**src/rtl/dpu_feeder_pkg.sv**
```systemverilog
// Shared types and width helpers for the DPU window feeder.
package dpu_feeder_pkg;

  typedef enum logic [1:0] {
    IDLE   = 2'd0,
    LOAD_K = 2'd1,
    STREAM = 2'd2,
    DONE   = 2'd3
  } feeder_state_e;

  // Counter width able to hold 0..n-1, never narrower than one bit.
  function automatic int cnt_width(input int n);
    return (n > 2) ? $clog2(n) : 1;
  endfunction

endpackage

```
**src/rtl/dpu_line_buffer.sv**
```systemverilog
// One image row of delay: a shift FIFO that advances only on pixel accept.
// dout_o is the pixel pushed DEPTH accepts ago.
module dpu_line_buffer
  import dpu_feeder_pkg::*;
#(
  parameter int DEPTH = 32,
  parameter int WIDTH = 8
) (
  input  logic             clock,
  input  logic             rst,
  input  logic             shift_i,
  input  logic [WIDTH-1:0] din_i,
  output logic [WIDTH-1:0] dout_o
);

  logic [WIDTH-1:0] mem_q [DEPTH];

  assign dout_o = mem_q[DEPTH-1];

  // Shift the whole row by one position per accepted pixel.
  always_ff @(posedge clock or posedge rst) begin
    if (rst) begin
      for (int i = 0; i < DEPTH; i++) mem_q[i] <= '0;
    end else if (shift_i) begin
      mem_q[0] <= din_i;
      for (int i = 1; i < DEPTH; i++) mem_q[i] <= mem_q[i-1];
    end
  end

endmodule

```
**src/rtl/dpu_window_feeder.sv**
```systemverilog
// Producer side of the DPU operand interface: loads a kernel, then turns a
// raster pixel stream into KERNEL_SIZE x KERNEL_SIZE windows (stride 1).
// Optional build macro DPU_FEEDER_BIAS_EN adds bias_in, latched on start and
// presented on part_sum for the frame; otherwise part_sum is tied to zero.
//
// state  | meaning
// IDLE   | waiting for start; pixel and kernel inputs ignored
// LOAD_K | accepting KERNEL_DEPTH kernel words, no backpressure
// STREAM | pix_ready=1, shifting pixels, strobing we per full window
// DONE   | frame finished, done held until the next start
module dpu_window_feeder
  import dpu_feeder_pkg::*;
#(
  parameter int IMAGE_PIXEL_WIDTH  = 8,
  parameter int KERNEL_PIXEL_WIDTH = 8,
  parameter int KERNEL_SIZE        = 3,
  parameter int IMG_WIDTH          = 32,
  parameter int IMG_HEIGHT         = 32
) (
  input  logic                                         clock,
  input  logic                                         rst,
  input  logic                                         start,
  input  logic                                         kern_valid,
  input  logic [KERNEL_PIXEL_WIDTH-1:0]                kern_in,
  input  logic                                         pix_valid,
  input  logic [IMAGE_PIXEL_WIDTH-1:0]                 pix_in,
`ifdef DPU_FEEDER_BIAS_EN
  input  logic [IMAGE_PIXEL_WIDTH+KERNEL_PIXEL_WIDTH-1:0] bias_in,
`endif
  output logic                                         pix_ready,
  output logic [IMAGE_PIXEL_WIDTH-1:0]                 win_out  [KERNEL_SIZE*KERNEL_SIZE],
  output logic [KERNEL_PIXEL_WIDTH-1:0]                kern_out [KERNEL_SIZE*KERNEL_SIZE],
  output logic [IMAGE_PIXEL_WIDTH+KERNEL_PIXEL_WIDTH-1:0] part_sum,
  output logic                                         we,
  output logic                                         done,
  output logic                                         busy
);

  localparam int KERNEL_DEPTH = KERNEL_SIZE * KERNEL_SIZE;
  localparam int IPW = IMAGE_PIXEL_WIDTH;
  localparam int KPW = KERNEL_PIXEL_WIDTH;
  localparam int CW  = cnt_width(IMG_WIDTH);
  localparam int RW  = cnt_width(IMG_HEIGHT);
  localparam int KW  = cnt_width(KERNEL_DEPTH);

  localparam logic [CW-1:0] COL_LAST  = CW'(IMG_WIDTH - 1);
  localparam logic [CW-1:0] COL_WIN   = CW'(KERNEL_SIZE - 1);
  localparam logic [RW-1:0] ROW_LAST  = RW'(IMG_HEIGHT - 1);
  localparam logic [RW-1:0] ROW_WIN   = RW'(KERNEL_SIZE - 1);
  localparam logic [KW-1:0] KCNT_LAST = KW'(KERNEL_DEPTH - 1);

  feeder_state_e  state_q;
  logic [KW-1:0]  kcnt_q;
  logic [CW-1:0]  col_q;
  logic [RW-1:0]  row_q;
  logic           we_q, done_q, busy_q, pix_ready_q;
  logic [KPW-1:0] kern_q [KERNEL_DEPTH];
  logic [IPW-1:0] win_q  [KERNEL_DEPTH];
  logic [IPW-1:0] win_d  [KERNEL_DEPTH];
  logic [IPW-1:0] lb_dout [KERNEL_SIZE-1];
  logic [IPW-1:0] col_in  [KERNEL_SIZE];
  logic           accept;

  assign accept    = pix_valid & pix_ready_q;
  assign pix_ready = pix_ready_q;
  assign we        = we_q;
  assign done      = done_q;
  assign busy      = busy_q;
  assign win_out   = win_q;
  assign kern_out  = kern_q;

  // Line buffer g delays the stream by g+1 rows; the bottom window row is
  // the live pixel, rows above take progressively older line buffer taps.
  for (genvar g = 0; g < KERNEL_SIZE - 1; g++) begin : g_lb
    logic [IPW-1:0] din;
    if (g == 0) begin : g_first
      assign din = pix_in;
    end else begin : g_chain
      assign din = lb_dout[g-1];
    end
    dpu_line_buffer #(.DEPTH(IMG_WIDTH), .WIDTH(IPW)) u_lb (
      .clock  (clock),
      .rst    (rst),
      .shift_i(accept),
      .din_i  (din),
      .dout_o (lb_dout[g])
    );
  end

  for (genvar r = 0; r < KERNEL_SIZE; r++) begin : g_col
    if (r == KERNEL_SIZE - 1) begin : g_live
      assign col_in[r] = pix_in;
    end else begin : g_tap
      assign col_in[r] = lb_dout[KERNEL_SIZE-2-r];
    end
  end

  // Window shifts left one column per accept; new column enters on the right.
  always_comb begin
    win_d = win_q;
    if (accept) begin
      for (int r = 0; r < KERNEL_SIZE; r++) begin
        for (int c = 0; c < KERNEL_SIZE - 1; c++) begin
          win_d[r*KERNEL_SIZE+c] = win_q[r*KERNEL_SIZE+c+1];
        end
        win_d[r*KERNEL_SIZE+KERNEL_SIZE-1] = col_in[r];
      end
    end
  end

  // Window register.
  always_ff @(posedge clock or posedge rst) begin
    if (rst) begin
      for (int i = 0; i < KERNEL_DEPTH; i++) win_q[i] <= '0;
    end else begin
      win_q <= win_d;
    end
  end

  // Sequencing FSM with its counters, kernel store and registered strobes.
  always_ff @(posedge clock or posedge rst) begin
    if (rst) begin
      state_q     <= IDLE;
      kcnt_q      <= '0;
      col_q       <= '0;
      row_q       <= '0;
      we_q        <= 1'b0;
      done_q      <= 1'b0;
      busy_q      <= 1'b0;
      pix_ready_q <= 1'b0;
      for (int i = 0; i < KERNEL_DEPTH; i++) kern_q[i] <= '0;
    end else begin
      we_q <= 1'b0;
      case (state_q)
        IDLE: begin
          if (start) begin
            state_q <= LOAD_K;
            busy_q  <= 1'b1;
            kcnt_q  <= '0;
            col_q   <= '0;
            row_q   <= '0;
          end
        end
        LOAD_K: begin
          if (kern_valid) begin
            kern_q[kcnt_q] <= kern_in;
            if (kcnt_q == KCNT_LAST) begin
              state_q     <= STREAM;
              pix_ready_q <= 1'b1;
              kcnt_q      <= '0;
            end else begin
              kcnt_q <= kcnt_q + 1'b1;
            end
          end
        end
        STREAM: begin
          if (accept) begin
            we_q <= (row_q >= ROW_WIN) && (col_q >= COL_WIN);
            if (col_q == COL_LAST) begin
              col_q <= '0;
              if (row_q == ROW_LAST) begin
                state_q     <= DONE;
                pix_ready_q <= 1'b0;
                busy_q      <= 1'b0;
                row_q       <= '0;
              end else begin
                row_q <= row_q + 1'b1;
              end
            end else begin
              col_q <= col_q + 1'b1;
            end
          end
        end
        DONE: begin
          done_q <= 1'b1;
          if (start) begin
            state_q <= LOAD_K;
            done_q  <= 1'b0;
            busy_q  <= 1'b1;
            kcnt_q  <= '0;
            col_q   <= '0;
            row_q   <= '0;
          end
        end
        default: state_q <= IDLE;
      endcase
    end
  end

`ifdef DPU_FEEDER_BIAS_EN
  logic [IPW+KPW-1:0] bias_q;

  // Bias is latched only when a start is actually accepted.
  always_ff @(posedge clock or posedge rst) begin
    if (rst) begin
      bias_q <= '0;
    end else if (start && (state_q == IDLE || state_q == DONE)) begin
      bias_q <= bias_in;
    end
  end

  assign part_sum = bias_q;
`else
  assign part_sum = '0;
`endif

endmodule

```
**config.mk**
```make
export PLATFORM = sky130hd
export DESIGN_NAME = dpu_window_feeder
export DESIGN_NICKNAME = d
export VERILOG_FILES = /design/src/rtl/dpu_feeder_pkg.sv /design/src/rtl/dpu_line_buffer.sv /design/src/rtl/dpu_window_feeder.sv
export SDC_FILE = /design/constraint.sdc
export NUM_CORES = 2
export LEC_CHECK = 0
export BUFFER_PORTS_ARGS = -buffer_cell sky130_fd_sc_hd__clkbuf_2
export CAP_MARGIN = 20
export CORE_UTILIZATION = 45
export CTS_CLUSTER_SIZE = 16
export DETAILED_ROUTE_END_ITERATION = 10
export PLACE_DENSITY = 0.66
export SYNTH_ARGS = -nofsm -noshare
export SYNTH_HDL_FRONTEND = slang
export SYNTH_SLANG_ARGS = --single-unit
```
**constraint.sdc**
```tcl
create_clock -name clock -period 18.25 [get_ports clock]
set_clock_uncertainty 0.1 [all_clocks]
set_input_delay 0.9125 -clock clock [delete_from_list [all_inputs] [get_ports clock]]
set_output_delay 0.9125 -clock clock [all_outputs]
set_load 0.1 [all_outputs]
```
==> impl_metrics.yaml <==
cells_and_area:
  mostFrequentLayoutCells: "1624 x nand2_1, 628 x dfrtp_1, 168 x clkbuf_2"
  utilization: 0.514
  drive_above_1_share: 0.137
  layout_commonest_cell: "nand2_1"
  area_growth_pct: 13.1
  nets: 2733
  diodes: 0
floorplanning:
  num_rows: 85
  dieArea_um2: 55200
  initial_utilization: 0.455
  die_x_um: 235
  die_h_um: 235
  pin_count: 185
  placeableCoreArea_um2: 53700
timing:
  period_needed_ps: 4850
  grt_setup_unrepaired: "false"
  tns_ps: 0
  finalHoldViolCount: 0
  fin_crit_sh: 0.266
  finalSetupViolCount: 0
  worst_slew_margin_rel: 0.327
  finalMaxSlewViolations: 0
  fmax_mhz: 206
  worst_pin_slew_ps: 1010
synth:
  synth-seq-area-share: 0.644
  syn_inst: 2621
  yosys_warnings: 0
  yosysTopAreaCellShare: 0.644
  syn_area_per_cell_um2: 9.32
  synthFlopType: "dfrtp_1"
  syn_area_um2: 24400
  synth_top_cell_by_area: "dfrtp_1"
  ys_seq_elements: 628
  async_reset_ff_frac: 1.00
  post_synth_main_area_contributors: "dfrtp_1 64%, nand2_1 25%, mux2_2 3.3%"
  synth_enable_flop_cells: 0
  synth_cell_types: 46
clock_tree:
  cts_tree: "yes"
  cts_resized: 0
  root_buffer: "clkbuf_16"
  cts_buffers: 61
  cts_hold_buf: 0
  clk_path_buf_depth: 3
  path_clk_slew_ps: 60
  clk_latency_ps: 620
  postCtsSetupRepairBufs: 0
  h-tree-depth: 2
  cts.sinks: 628
global_routing:
  antenna_found_initial: 0
  grt_pass1_wl_mm: 77.1
  grt_pass1_vias: 16359
  grt_overflow_total: 0
  grt_max_degree: 158
  track_usage: 0.163
power:
  intPower_mw: 2.37
  p_clk_frac: 0.395
  p_switching_mw: 1.06
  seq_power_share: 0.432
  p_sw_frac: 0.308
  peakVddDrop_v: 0.000187
  power_density_nw_per_um2: 124
  combPwrFrac: 0.173
  power_leakage_nw: 15.9
route:
  drtAntennaViolNets: 0
  wire_per_inst_um: 12.8
  dr.pass1.iters: 4
  wl_mm: 44.2
  drtIter0Drc: 1162
  viasPerCell: 4.75
  remaining_drc_errors: 0
  num_vias: 16334
placed_design:
  place_congestion: 0.774
  post-dp-hpwl_mm: 25.0
  numPortBuffers: 168
worst_setup_path:
  crit_top_cell: "buf_4"
  slowest_delay_ps: 890
  cp.arrival_ps: 5310
  timing.rr.end: "g_lb[1].u_lb.mem_q[152]"
  cp-startpoint: "pix_ready"
  r2r_cells: 8
  slowest_stage: "buf_4"
  critPathCaptureType: "flop"
  worstSetupStartpointType: "flop"
  critPathRequiredTime_ps: 18710
  worstSetupPathType: "flop to flop"
  reg2reg_setup_slack_ps: 13400
  crit_chain: "and2_4, buf_4, buf_4, buf_4, buf_16, buf_4, nand2_1, nand2_1"
  r2r-start: "pix_ready"
  worstPathMaxFanout: 103
run:
  drv_cap: 0
min_path:
  min_path_type: "input pin to asynchronous set/reset pin"
run_status:
  status: "completed"
metal layers:
| metal | up-vias | wire (um) | global-route usage | part of all wire |
|---|---|---|---|---|
| met3 | 61 | 2470 | 0.0398 | 0.056 |
| met2 | 274 | 19900 | 0.258 | 0.45 |
| met1 | 7919 | 21000 | 0.222 | 0.48 |
| met4 | 0 | 833 | 0.0510 | 0.019 |
| li1 | 8080 | - | - | - |
| met5 | - | 0 | 0 | 0 |
state kept, by name, summed over array words and instances (netlist names):
signal	flops
kcnt_q	4
g_lb.u_lb.mem_q	496
state_q	2
kern_out	72
win_out	24
g_lb.u_lb.dout_o	16
col_q	5
row_q	5
pix_ready	1
we	1
done	1
busy	1
synthesized netlist by cell type (2+ instances only):
cell      instances
nor2_1            7
nand2b_1          3
ha_1             13
dfrtp_1         628
o22ai_1           2
buf_4            65
clkbuf_1         58
buf_2            65
o21ai_0          14
nand2_1        1624
nor3_4            3
nand3_1           9
o31ai_1           2
nor2_2            4
nand3b_1          2
a21oi_1           4
and3_1            2
inv_1            12
nor3_1            5
mux2i_1           2
mux2_2           72
worst max-delay path, delay by kind of cell, from the launching register on:
kind / cells / cell delay, ps
simple gates: 3 / 960
buf+inv: 5 / 3060
flops: 1 / 520
power groups by stage:
stage	registers, mW	logic, mW	clock network (mW)
after detailed placement	1.51	0.595	0
after global placement	1.50	0.587	0
final	1.48	0.595	1.36
after CTS	1.48	0.596	1.39
after floorplan	1.84	0.168	0
after global routing	1.49	0.623	1.45
through the flow:
stage                     cell area [um2]  hold slack (ps)  power, mW  setup WS (ps)  cells
after floorplan                     24500              339       2.01           8660   2636
after global placement              25300              345       2.09          12530   3327
after detailed placement            25300              347       2.10          12490   3327
after CTS                           27500              265       3.47          12990   3437
after global routing                27600              301       3.56          12950   3442
final                               27600              265       3.43          13400   3442
final cells by class:
cell class / count / area, um2
fillers: 4862 / 26100
flip-flops and latches: 628 / 15700
multi-input cells: 1806 / 7680
clock buffers: 84 / 1740
repair buffers: 190 / 1110
well taps: 696 / 871
clock inverters: 26 / 449
inverters: 12 / 48.8
cells by family (layout without fill, tap and decap cells):
| kind of cell | Yosys count | in the layout | synth area share |
|---|---|---|---|
| simple gates | 1670 | 1670 | 0.262 |
| flops | 628 | 628 | 0.644 |
| buf+inv | 202 | 312 | 0.0447 |
| mux | 75 | 75 | 0.0345 |
| compound gates | 32 | 32 | 0.00830 |
| fa+ha+maj | 13 | 13 | 0.00666 |
| other cells | 1 | 16 | 0.000154 |
worst max-delay path by stage:
stage	to	cells after the start
floorplan	busy	1
global placement	g_lb[1].u_lb.mem_q[66]	8
detailed placement	g_lb[0].u_lb.mem_q[38]	8
CTS	g_lb[1].u_lb.mem_q[152]	7
global route	g_lb[0].u_lb.mem_q[163]	8
finish	g_lb[1].u_lb.mem_q[152]	8
Power figures use the tool's default switching activity.
